**config.mk**
```make
export PLATFORM = sky130hd
export DESIGN_NAME = anabellek_hakem
export DESIGN_NICKNAME = d
export VERILOG_FILES = /design/src/rtl/anabellek_hakem_pkg.sv /design/src/rtl/anabellek_hakem.sv
export SDC_FILE = /design/constraint.sdc
export NUM_CORES = 1
export LEC_CHECK = 0
export BUFFER_PORTS_ARGS = -buffer_cell sky130_fd_sc_hd__buf_2
export CAP_MARGIN = 25
export CORE_AREA = 4 4 289 291
export DETAILED_ROUTE_END_ITERATION = 16
export DIE_AREA = 0 0 293 295
export HOLD_SLACK_MARGIN = 0.1
export PLACE_DENSITY = 0.39
export SKIP_CTS_REPAIR_TIMING = 1
export SKIP_LAST_GASP = 1
export SLEW_MARGIN = 25
export SYNTH_ARGS = -nofsm -noshare
export SYNTH_HDL_FRONTEND = slang
export SYNTH_SLANG_ARGS = --single-unit
```
**constraint.sdc**
```tcl
create_clock -name clk_i -period 2.55 [get_ports clk_i]
set_input_delay 0.3825 -clock clk_i [delete_from_list [all_inputs] [get_ports clk_i]]
set_output_delay 0.3825 -clock clk_i [all_outputs]
set_load 0.03 [all_outputs]
```
**src/rtl/anabellek_hakem_pkg.sv**
```systemverilog
// Shared types for the main-memory arbiter: FSM states,
// requester ids and the latched transaction bundle.
package anabellek_paket;

  localparam int OBEK_GENISLIK  = 128;
  localparam int ADRES_GENISLIK = 32;

  typedef enum logic [1:0] {
    BOSTA = 2'd0,
    ISTEK = 2'd1,
    BEKLE = 2'd2,
    YANIT = 2'd3
  } state_e;

  typedef enum logic {
    GETIR = 1'b0,
    VERI  = 1'b1
  } sahip_e;

  typedef struct packed {
    sahip_e                    sahip;
    logic                      yaz;
    logic [ADRES_GENISLIK-1:0] adres;
    logic [OBEK_GENISLIK-1:0]  obek;
  } islem_t;

endpackage

```
**src/rtl/anabellek_hakem.sv**
```systemverilog
// Round-robin arbiter for the shared 128-bit main-memory block
// port, with per-transaction timeout and registered responses.
module anabellek_hakem
  import anabellek_paket::*;
#(
  parameter int ZAMAN_ASIMI = 255
) (
  input  logic                      clk_i,
  input  logic                      rst_i,
  input  logic                      getir_istek_i,
  input  logic [ADRES_GENISLIK-1:0] getir_adres_i,
  output logic                      getir_musait_o,
  output logic                      getir_hazir_o,
  output logic [OBEK_GENISLIK-1:0]  getir_obek_o,
  input  logic                      veri_istek_i,
  input  logic [ADRES_GENISLIK-1:0] veri_adres_i,
  input  logic                      veri_yaz_i,
  input  logic [OBEK_GENISLIK-1:0]  veri_yaz_obek_i,
  output logic                      veri_musait_o,
  output logic                      veri_hazir_o,
  output logic [OBEK_GENISLIK-1:0]  veri_obek_o,
  output logic                      bellek_istek_o,
  output logic [ADRES_GENISLIK-1:0] bellek_adres_o,
  output logic                      bellek_yaz_o,
  output logic                      bellek_oku_o,
  output logic [OBEK_GENISLIK-1:0]  bellek_yaz_obek_o,
  input  logic                      bellek_kabul_i,
  input  logic                      bellek_hazir_i,
  input  logic [OBEK_GENISLIK-1:0]  bellek_obek_i,
  output logic                      hata_o
);

  localparam int SW = $clog2(ZAMAN_ASIMI + 1);
  localparam logic [SW-1:0] SINIR = SW'(ZAMAN_ASIMI);
  localparam logic [ADRES_GENISLIK-1:0] HIZA =
    {{(ADRES_GENISLIK-4){1'b1}}, 4'h0};

  state_e                   durum_q, durum_d;
  islem_t                   islem_q, islem_d;
  sahip_e                   son_q, son_d;
  logic [OBEK_GENISLIK-1:0] yanit_q, yanit_d;
  logic [SW-1:0]            sayac_q, sayac_d;
  logic                     hata_q, hata_d;

  logic          veri_sec;
  logic [SW-1:0] sayac_art;
  logic          doldu;

  // Tie goes to whoever was not granted last.
  assign veri_sec  = veri_istek_i &
                     (~getir_istek_i | (son_q == GETIR));
  assign sayac_art = sayac_q + SW'(1);
  assign doldu     = (sayac_art == SINIR);

  always_comb begin
    durum_d = durum_q;
    islem_d = islem_q;
    son_d   = son_q;
    yanit_d = yanit_q;
    sayac_d = sayac_q;
    hata_d  = 1'b0;
    unique case (durum_q)
      BOSTA: begin
        if (getir_istek_i | veri_istek_i) begin
          islem_d.sahip = veri_sec ? VERI : GETIR;
          islem_d.yaz   = veri_sec & veri_yaz_i;
          islem_d.adres = veri_sec ? (veri_adres_i & HIZA)
                                   : (getir_adres_i & HIZA);
          islem_d.obek  = veri_sec ? veri_yaz_obek_i : '0;
          son_d         = veri_sec ? VERI : GETIR;
          sayac_d       = '0;
          durum_d       = ISTEK;
        end
      end
      ISTEK: begin
        sayac_d = sayac_art;
        if (bellek_kabul_i && bellek_hazir_i) begin
          durum_d = YANIT;
          yanit_d = islem_q.yaz ? '0 : bellek_obek_i;
        end else if (doldu) begin
          durum_d = YANIT;
          yanit_d = '0;
          hata_d  = 1'b1;
        end else if (bellek_kabul_i) begin
          durum_d = BEKLE;
        end
      end
      BEKLE: begin
        sayac_d = sayac_art;
        if (bellek_hazir_i) begin
          durum_d = YANIT;
          yanit_d = islem_q.yaz ? '0 : bellek_obek_i;
        end else if (doldu) begin
          durum_d = YANIT;
          yanit_d = '0;
          hata_d  = 1'b1;
        end
      end
      YANIT: begin
        durum_d = BOSTA;
      end
      default: begin
        durum_d = BOSTA;
      end
    endcase
  end

  always_ff @(posedge clk_i or negedge rst_i) begin
    if (!rst_i) begin
      durum_q <= BOSTA;
      islem_q <= '0;
      son_q   <= GETIR;
      yanit_q <= '0;
      sayac_q <= '0;
      hata_q  <= 1'b0;
    end else begin
      durum_q <= durum_d;
      islem_q <= islem_d;
      son_q   <= son_d;
      yanit_q <= yanit_d;
      sayac_q <= sayac_d;
      hata_q  <= hata_d;
    end
  end

  logic bosta, istek, yanit;

  assign bosta = (durum_q == BOSTA);
  assign istek = (durum_q == ISTEK);
  assign yanit = (durum_q == YANIT);

  // Gated by reset so both stay low while held in reset.
  assign getir_musait_o = bosta & rst_i;
  assign veri_musait_o  = bosta & rst_i;

  assign bellek_istek_o    = istek;
  assign bellek_adres_o    = istek ? islem_q.adres : '0;
  assign bellek_yaz_o      = istek & islem_q.yaz;
  assign bellek_oku_o      = istek & ~islem_q.yaz;
  assign bellek_yaz_obek_o = istek ? islem_q.obek : '0;

  assign getir_hazir_o = yanit & (islem_q.sahip == GETIR);
  assign veri_hazir_o  = yanit & (islem_q.sahip == VERI);
  assign getir_obek_o  = getir_hazir_o ? yanit_q : '0;
  assign veri_obek_o   = veri_hazir_o ? yanit_q : '0;
  assign hata_o        = hata_q;

endmodule

```
-- Word-level counts from Yosys, hierarchy flattened
Index checks and enable logic that the tools add are counted.
- flip-flop bits (word level): 301
- input bits: 327
- add/subtract/negate cells: 1
- eq/ne operators: 7
- multiplexer cells: 25
- bitwise gates (word level): 12
- reduce and logical (&&, ||, !) cells: 8
- operators with widths (kind ; number):
    two-way mux 128 bit ; 8
    case mux 128 bit (2 select lines) ; 1
    two-way mux 32 bit ; 2
    case mux 8 bit (2 select lines) ; 1
    two-way mux 2 bit ; 6
    adder 8 x 1 -> 8 bit (second input constant) ; 1
    == test 8 bit (second input constant) ; 1
    two-way mux 8 bit ; 1
    case mux 2 bit (4 select lines) ; 1
    AND 1 bit ; 7
    == test 2 bit (second input constant) ; 2
    two-way mux 1 bit ; 4
    != test 4 x 3 -> 1 bit (second input constant) ; 1
    AND reduction 2 bit ; 2
    nonzero test 2 bit ; 2
    != test 3 bit (second input constant) ; 1
    NOT 1 bit ; 3
    AND reduction 3 bit ; 1
    == test 2 x 1 -> 1 bit (second input constant) ; 1
    zero test 2 bit ; 1
    != test 2 x 1 -> 1 bit (second input constant) ; 1
    bitwise OR 1 bit ; 2
    case mux 1 bit (2 select lines) ; 1
    OR reduction 2 bit ; 1
    logical AND 1 bit ; 1

-- Longest topological paths before layout
Gate-level depths: netlist of the first run.
- word-level depth: 5
- mapped depth: 10

-- Least setup slack after synthesis of the first run
OpenSTA, ideal clock, no wires.
- path type: register to output
- start: register durum_q[1]
- end: output port bellek_yaz_obek_o[100]
- data arrival time: 1.864 ns
- data required time: 2.168 ns
- slack: 0.303 ns
- stages on the path, launching flop included: 7
- cell sequence: dfrtp_1 > inv_1 > ha_1 > clkbuf_1 > clkbuf_1 > clkbuf_1 > and2_1
- longest elaborated chain between the ends: 2
- RTL lines (item ; line ; text):
    start: declaration ; anabellek_hakem.sv:38 ; state_e durum_q, durum_d;
    start signal: assignment ; anabellek_hakem.sv:117 ; durum_q <= durum_d;
    == test 2 x 1 -> 1 bit ; anabellek_hakem.sv:129 ; assign istek = (durum_q == ISTEK);
    via bellek_istek_o ; anabellek_hakem.sv:22 ; output logic bellek_istek_o,
    two-way mux 128 bit ; anabellek_hakem.sv:140 ; assign bellek_yaz_obek_o = istek ? islem_q.obek : '0;
    end: declaration ; anabellek_hakem.sv:26 ; output logic [OBEK_GENISLIK-1:0] bellek_yaz_obek_o,
The timed path passes the listed nets, and every way through them passes these cells.

-- Worst setup path after layout of the first run
- start: register durum_q[1]
- end: output port bellek_yaz_obek_o[73]
- longest elaborated chain between the ends: 2
- RTL lines (item ; line):
    == test 2 x 1 -> 1 bit ; anabellek_hakem.sv:129
    two-way mux 128 bit ; anabellek_hakem.sv:140
No other way between the ends.

==> impl_results.md, run 1 <==
- Critical path arrival: 2090 ps
- Leakage: 12.62 nW
- Remaining antenna violation count after routing: 0
- I/O Buffers: 738
- Vias in the first global route: 13,696
- Total CTS buffers: 39
- Fmax: 0.4037 GHz
- Fraction of layout cells with a size suffix above 1: 37.52%
- First-pass GRT wire length: 88.80 mm
- Final setup violation count: 0
- Max-cap viol count: 0
- Initial DRT Pass Iterations: 5
- Inst Count DP: 3,047
- Multiplexer area fraction after synthesis: 2.030%
- Die Span Y: 295 um
- Worst-path clk slew: 60 ps
- Worst vdd ir: 0.5454 mV
- H-tree Lvls: 2
- Simple-Gate Fraction of Synth Area: 20.41%
- Hold_ws: 133.1 ps
- Mapped cell area: 14,360 sq um
- Status: finished clean
- Critical path fanouts, max: 22
- Die Width: 293 um
- Critical setup path kind: flop to primary output
- Final nets: 2,614
- WL/cell: 19.20 um
- Register area: 7438 sq um
- Clock Skew: 16.24 ps
- Setup slack after placement: 223.5 ps
- Ports: 751
- Hold crit path type: primary input to flop
- Seq/Total Area, Yosys: 51.74%
- Largest net degree at the start of global routing: 130
- CTS Sinks: 297
- Min Tclk post-route: 2477 ps
- Largest family of logic cells by synthesized area: simple AND/OR/NAND/NOR gates
- Final Hold Vio Count: 0
- Measured slew at the worst slew-check pin: 878.5 ps
- Top post-synthesis cells by area: dfrtp_1 (52%), a22o_1 (15%), and2_1 (13%)
- CTS Root Cell: clkbuf_16
- Slack of the critical path: 72.93 ps
- Post-Layout Cell Count: 3,375
- GP Congestion: 0.8024
- Post-DP HPWL: 45.22 mm
- Initial Util: 17.83%
- Worst Setup Start Kind: flop
- Yosys cell types: 41
- Power Dens Cells: 1127 nW/um^2
- Synth Area in Adders: 0.5226%
- DR vias/cell: 4.232
- Initial antenna violation count: 10
- Top cells by count, synth: dfrtp_1 (297), and2_1 (290), a22o_1 (246)
- Reg2Reg Depth: 8
- RSZ-0062 raised after global routing: yes
- Ys flop type: dfrtp_1
- Synth-to-Final Area Change: 62.55%
- Power Total: 26.32 mW
- Final instance area: 23,350 sq um
- Vias: 14,283
- Cells after synthesis: 1,350
- Count of pins over their slew limit: 0
- WHS Path Cells: 3
- Post-synth top area share: 51.74%
- Cell Rows: 104
- Tot GR Track Use: 13.23%
- Worst EP required: 2170 ps
- Post-synth EDFFs: 0
- Mean Syn Cell Area: 10.64 sq um
- YS warnings: 0
- Residual DRC count: 0
- Setup TNS: 0 ps
- Most frequent cell after synthesis: dfrtp_1
- CTS max path bufs: 3
- CP Capture Type: primary output
- Core ar.: 80,550 sq um
- Area fraction in compound gates after synthesis: 20.13%
- Xor/xnor share of the synthesized area: 0.1220%
- Multi-input gate area: 6307 sq um
- Async SR Flop Fraction: 100.0%
- Cell accounting for the most synthesized area: dfrtp_1
- Final core occ: 28.99%
- TritonCTS clock tree: yes
- Die ar.: 86,440 sq um
- Grt ovf: 0
- Slew margin rel.: 41.43%
- Crit share post-route: 97.14%
- Clock insertion delay at the later pin of the skew report: 560 ps
- Routed WL: 64.81 mm
- Filler cells: 8,522
- #FFs+latches synth: 297
- 1st-iter DRT viols: 604
- Post-place instance area: 19,320 sq um
-- kinds of logic (layout without fill, tap and decap cells) --
group / Yosys count / count (layout)
flops: 297 / 297
mux: 29 / 29
simple gates: 486 / 486
fa+ha+maj: 6 / 6
compound gates: 364 / 364
xor+xnor: 2 / 2
buf+inv: 165 / 1120
other cells: 1 / 11
-- final cells by class --
class                      count  share of cell area, %
antenna                        7                0.07502
clock buffer                  54                  4.678
clock inverter                14                 0.9324
inverter                      22                 0.3537
multi-input combinational    891                  27.01
sequential                   297                  31.86
tap                         1060                  5.680
timing repair buffer        1030                  29.41
-- report_power, final --
group	leakage [nW]	switching (mW)	internal [mW]
registers	3.80	1.54	6.66
logic	8.18	7.68	4.77
clock network	0.639	2.25	3.42
-- sequential cells by signal, summed over array words and instances, names as in the netlist --
name	count
hata_o	1
islem_q	157
sayac_q	8
durum_q	2
son_q	1
yanit_q	128
-- path summary, 6_finish.rpt --
check / startpoint / end / slack [ps]
min in group asynchronous: rst_i / yanit_q[59]$_DFFE_PN0N_ / 310
setup / recovery: durum_q[1]$_DFFE_PN0P_ / bellek_yaz_obek_o[73] / 70
hold / removal: getir_adres_i[12] / islem_q[140]$_DFFE_PN0P_ / 130
hold reg to reg: islem_q[148]$_DFFE_PN0P_ / islem_q[148]$_DFFE_PN0P_ / 470
setup reg to reg: sayac_q[0]$_DFFE_PN0P_ / yanit_q[93]$_DFFE_PN0N_ / 190
max in group asynchronous: rst_i / islem_q[105]$_DFFE_PN0P_ / 1100
-- worst max-delay path, stage by stage (launching register included) --
cell      delay [ps]
dfrtp_2          450
inv_1            130
ha_4             150
buf_12           160
buf_16           180
and2_1           220
clkbuf_4         220
-- routing by layer --
metal	track usage [%]	routed length [um]	up-vias
li1	-	-	6693
met1	15.32	25180	6972
met2	23.69	33370	546
met3	4.229	4843	70
met4	3.314	1401	2
met5	0	12	-
-- layout by cell type (no fill, tap or decap), drive strengths merged, types with 2 or more instances in the layout --
cell / instances
buf: 776
dfrtp: 297
and2: 290
a22o: 246
dlygate4sd3: 242
and3: 130
clkbuf: 66
o21ai: 40
nand2: 38
a21oi: 33
mux2i: 28
inv: 23
a221oi: 17
a211oi: 16
clkinv: 8
diode: 7
nor2: 7
ha: 6
nand3: 5
conb: 4
bufinv: 4
a31oi: 4
nor3: 3
a21o: 3
nor2b: 3
nand2b: 2
or3: 2
xor2: 2
nand4: 2
a21boi: 2
nor3b: 2
No activity file was read; power rests on OpenSTA's default activity.
==> run 2, diff against run 1 <==
--- a/config.mk
+++ b/config.mk
@@ -7,11 +7,13 @@
 export LEC_CHECK = 0
 export BUFFER_PORTS_ARGS = -buffer_cell sky130_fd_sc_hd__buf_2
 export CAP_MARGIN = 25
-export CORE_AREA = 4 4 289 291
+export CORE_AREA = 4 4 286 288
+export CTS_BUF_LIST = sky130_fd_sc_hd__clkbuf_8
+export CTS_CLUSTER_SIZE = 28
 export DETAILED_ROUTE_END_ITERATION = 16
-export DIE_AREA = 0 0 293 295
+export DIE_AREA = 0 0 290 292
 export HOLD_SLACK_MARGIN = 0.1
-export PLACE_DENSITY = 0.39
+export PLACE_DENSITY = 0.4
 export SKIP_CTS_REPAIR_TIMING = 1
 export SKIP_LAST_GASP = 1
 export SLEW_MARGIN = 25
==> impl_results.md, run 2 (synthesis gave the netlist of run 1 again) <==
- Status: finished clean
- WHS Path Cells: 3 (unchanged)
- Routed WL: 67.11 mm (+3.5%)
- Final Hold Vio Count: 0 (unchanged)
- Biggest regs: islem_q x157, yanit_q x128, sayac_q x8
- Cell Rows: 103 (-0.96%)
- H-tree Lvls: 2 (unchanged)
- Inst Count DP: 3,054 (+0.23%)
- Remaining antenna violation count after routing: 0 (unchanged)
- 1st-iter DRT viols: 684 (+13%)
- Min Tclk post-route: 2541 ps (+63.68 ps)
- CTS Sinks: 297 (unchanged)
- Filler cells: 8,191 (-3.9%)
- RSZ-0062 raised after global routing: yes
- CTS max path bufs: 3 (unchanged)
- Worst Setup Start Kind: flop
- Final nets: 2,730 (+4.4%)
- Comb pwr share: 50.5% (+3.2 points)
- Residual DRC count: 0 (unchanged)
- First-pass GRT wire length: 91.48 mm (+3.0%)
- Initial Util: 18.21% (+0.38 points)
- Crit share post-route: 99.64% (+2.5 points)
- GP Congestion: 0.7789 (-2.9%)
- Synth-to-Final Area Change: 72.49%
- Critical setup path kind: flop to primary output
- DR vias/cell: 4.266 (+0.80%)
- Slack of the critical path: 9.251 ps (-63.68 ps)
- Hold_ws: 139.0 ps (+5.909 ps)
- Power Dens Cells: 1097 nW/um^2 (-2.7%)
- CTS Root Cell: clkbuf_8
- Internal power: 15.30 mW (+3.0%)
- Sw power: 11.88 mW (+3.6%)
- Measured slew at the worst slew-check pin: 867.8 ps (-10.77 ps)
- Clock Skew: 22.83 ps (+6.591 ps)
- Post-DP HPWL: 45.32 mm (+0.22%)
- Leakage: 13.17 nW (+4.4%)
- Top reg by flops: islem_q
- Max reg flops: 157 (unchanged)
- Critical path fanouts, max: 29 (+32%)
- Switching Share: 43.72% (+0.14 points)
- Max-cap viol count: 0 (unchanged)
- Worst EP required: 2170 ps (about the same)
- Vias in the first global route: 14,303 (+4.4%)
- Initial antenna violation count: 10 (unchanged)
- Count of pins over their slew limit: 0 (unchanged)
- Critical path arrival: 2160 ps (+70 ps)
- Reg2Reg Depth: 6 (-2)
- Worst vdd ir: 0.6454 mV (+18%)
- Tot GR Track Use: 13.65% (+0.42 points)
- Clock power share: 19.2% (-2.4 points)
- Die Width: 290 um (-1.0%)
- Most frequent cells in the layout: buf_2 (605), dlygate4sd3_1 (306), dfrtp_1 (294), and2_1 (276), a22o_1 (246)
- CP Capture Type: primary output
- Initial DRT Pass Iterations: 5 (unchanged)
- Total CTS buffers: 59 (+51%)
- Die Span Y: 292 um (-1.0%)
- Vias: 14,926 (+4.5%)
- Clock insertion delay at the later pin of the skew report: 650 ps (+90 ps)
- Setup slack after placement: 67.05 ps (-156.5 ps)
- Hold crit path type: primary input to flop
- Post-Layout Cell Count: 3,499 (+3.7%)
- Worst-path clk slew: 60 ps (about the same)
- Fraction of layout cells with a size suffix above 1: 38.63% (+1.1 points)
- Largest net degree at the start of global routing: 128 (-1.5%)
- Leading cell type in the layout, fill and taps excluded: buf_2
- Core ar.: 78,870 sq um (-2.1%)
- Die ar.: 84,680 sq um (-2.0%)
- Slew margin rel.: 41.93% (+0.50 points)
- I/O Buffers: 738 (unchanged)
- Fmax: 0.3936 GHz (-2.5%)
- WL/cell: 19.18 um (-0.12%)
- Setup TNS: 0 ps (unchanged)
- TritonCTS clock tree: yes
- Final setup violation count: 0 (unchanged)
- Sequential share of power: 30.3% (-0.9 points)
- Grt ovf: 0 (unchanged)
- Ports: 751 (unchanged)
-- run 2: cell count changes in the layout (fill, tap and decap cells not counted), sizes merged --
| cell | previous run | this run |
|---|---|---|
| bufinv | 4 | 2 |
| dlygate4sd3 | 242 | 306 |
| clkinv | 8 | 10 |
| clkbuf | 66 | 198 |
| buf | 776 | 700 |
| diode | 7 | 3 |
| inv | 23 | 41 |
-- run 2: final cells by class --
type | count | area (sq um) | area share [%]
Antenna cell | 3 | 7.507 | 0.03030
Clock buffer | 78 | 1074 | 4.333
Clock inverter | 32 | 206.4 | 0.8332
Inverter | 22 | 82.58 | 0.3333
Multi-Input combinational cell | 891 | 6337 | 25.58
Sequential cell | 297 | 7438 | 30.02
Tap cell | 1050 | 1314 | 5.302
Timing Repair Buffer | 1126 | 8317 | 33.57
-- run 2: power by group through the flow --
stage | sequential [mW] | combinational, mW | clock [mW]
finish | 8.24 | 13.7 | 5.22
global route | 8.47 | 14.8 | 5.73
CTS | 8.22 | 12.1 | 5.49
detailed placement | 8.24 | 12.1 | 0
global placement | 8.21 | 11.9 | 0
floorplan | 7.47 | 8.19 | 0
-- run 2: stage by stage --
| step | utilization, % | instance area [sq um] | total power, mW |
|---|---|---|---|
| 6_report | 31.41 | 24780 | 27.18 |
| 5_1_grt | 31.40 | 24770 | 29.02 |
| 4_1_cts | 26.36 | 20790 | 25.78 |
| 3_5_place_dp | 24.74 | 19510 | 20.30 |
| 3_3_place_gp | 24.74 | 19510 | 20.10 |
| 2_1_floorplan | - | 14380 | 15.66 |
-- run 2: critical path: stages, from the launching register on --
cell       delay, ps
dfrtp_2          440
inv_2             90
ha_4             140
buf_12           170
buf_12           130
clkbuf_16        180
and2_1           160
clkbuf_4         190
-- run 2: per-layer routing --
layer,vias up,GRT usage [%],routed length [um]
met5,-,0,37
met4,6,4.438,1637
met1,7282,16.23,26310
met2,605,23.55,34100
met3,114,4.191,5029
li1,6919,-,-
-- run 2: path summary, 6_finish.rpt --
path / endpoint / slack, ps / start
max reg2reg: islem_q[158]$_DFFE_PN0P_ / 60 / son_q$_DFFE_PN0P_
min in group asynchronous: yanit_q[86]$_DFFE_PN0N_ / 210 / rst_i
min: yanit_q[27]$_DFFE_PN0N_ / 140 / bellek_obek_i[27]
max: bellek_yaz_obek_o[72] / 9 / durum_q[1]$_DFFE_PN0P_
min reg2reg: islem_q[142]$_DFFE_PN0P_ / 470 / islem_q[142]$_DFFE_PN0P_
max in group asynchronous: durum_q[1]$_DFFE_PN0P_ / 1260 / rst_i
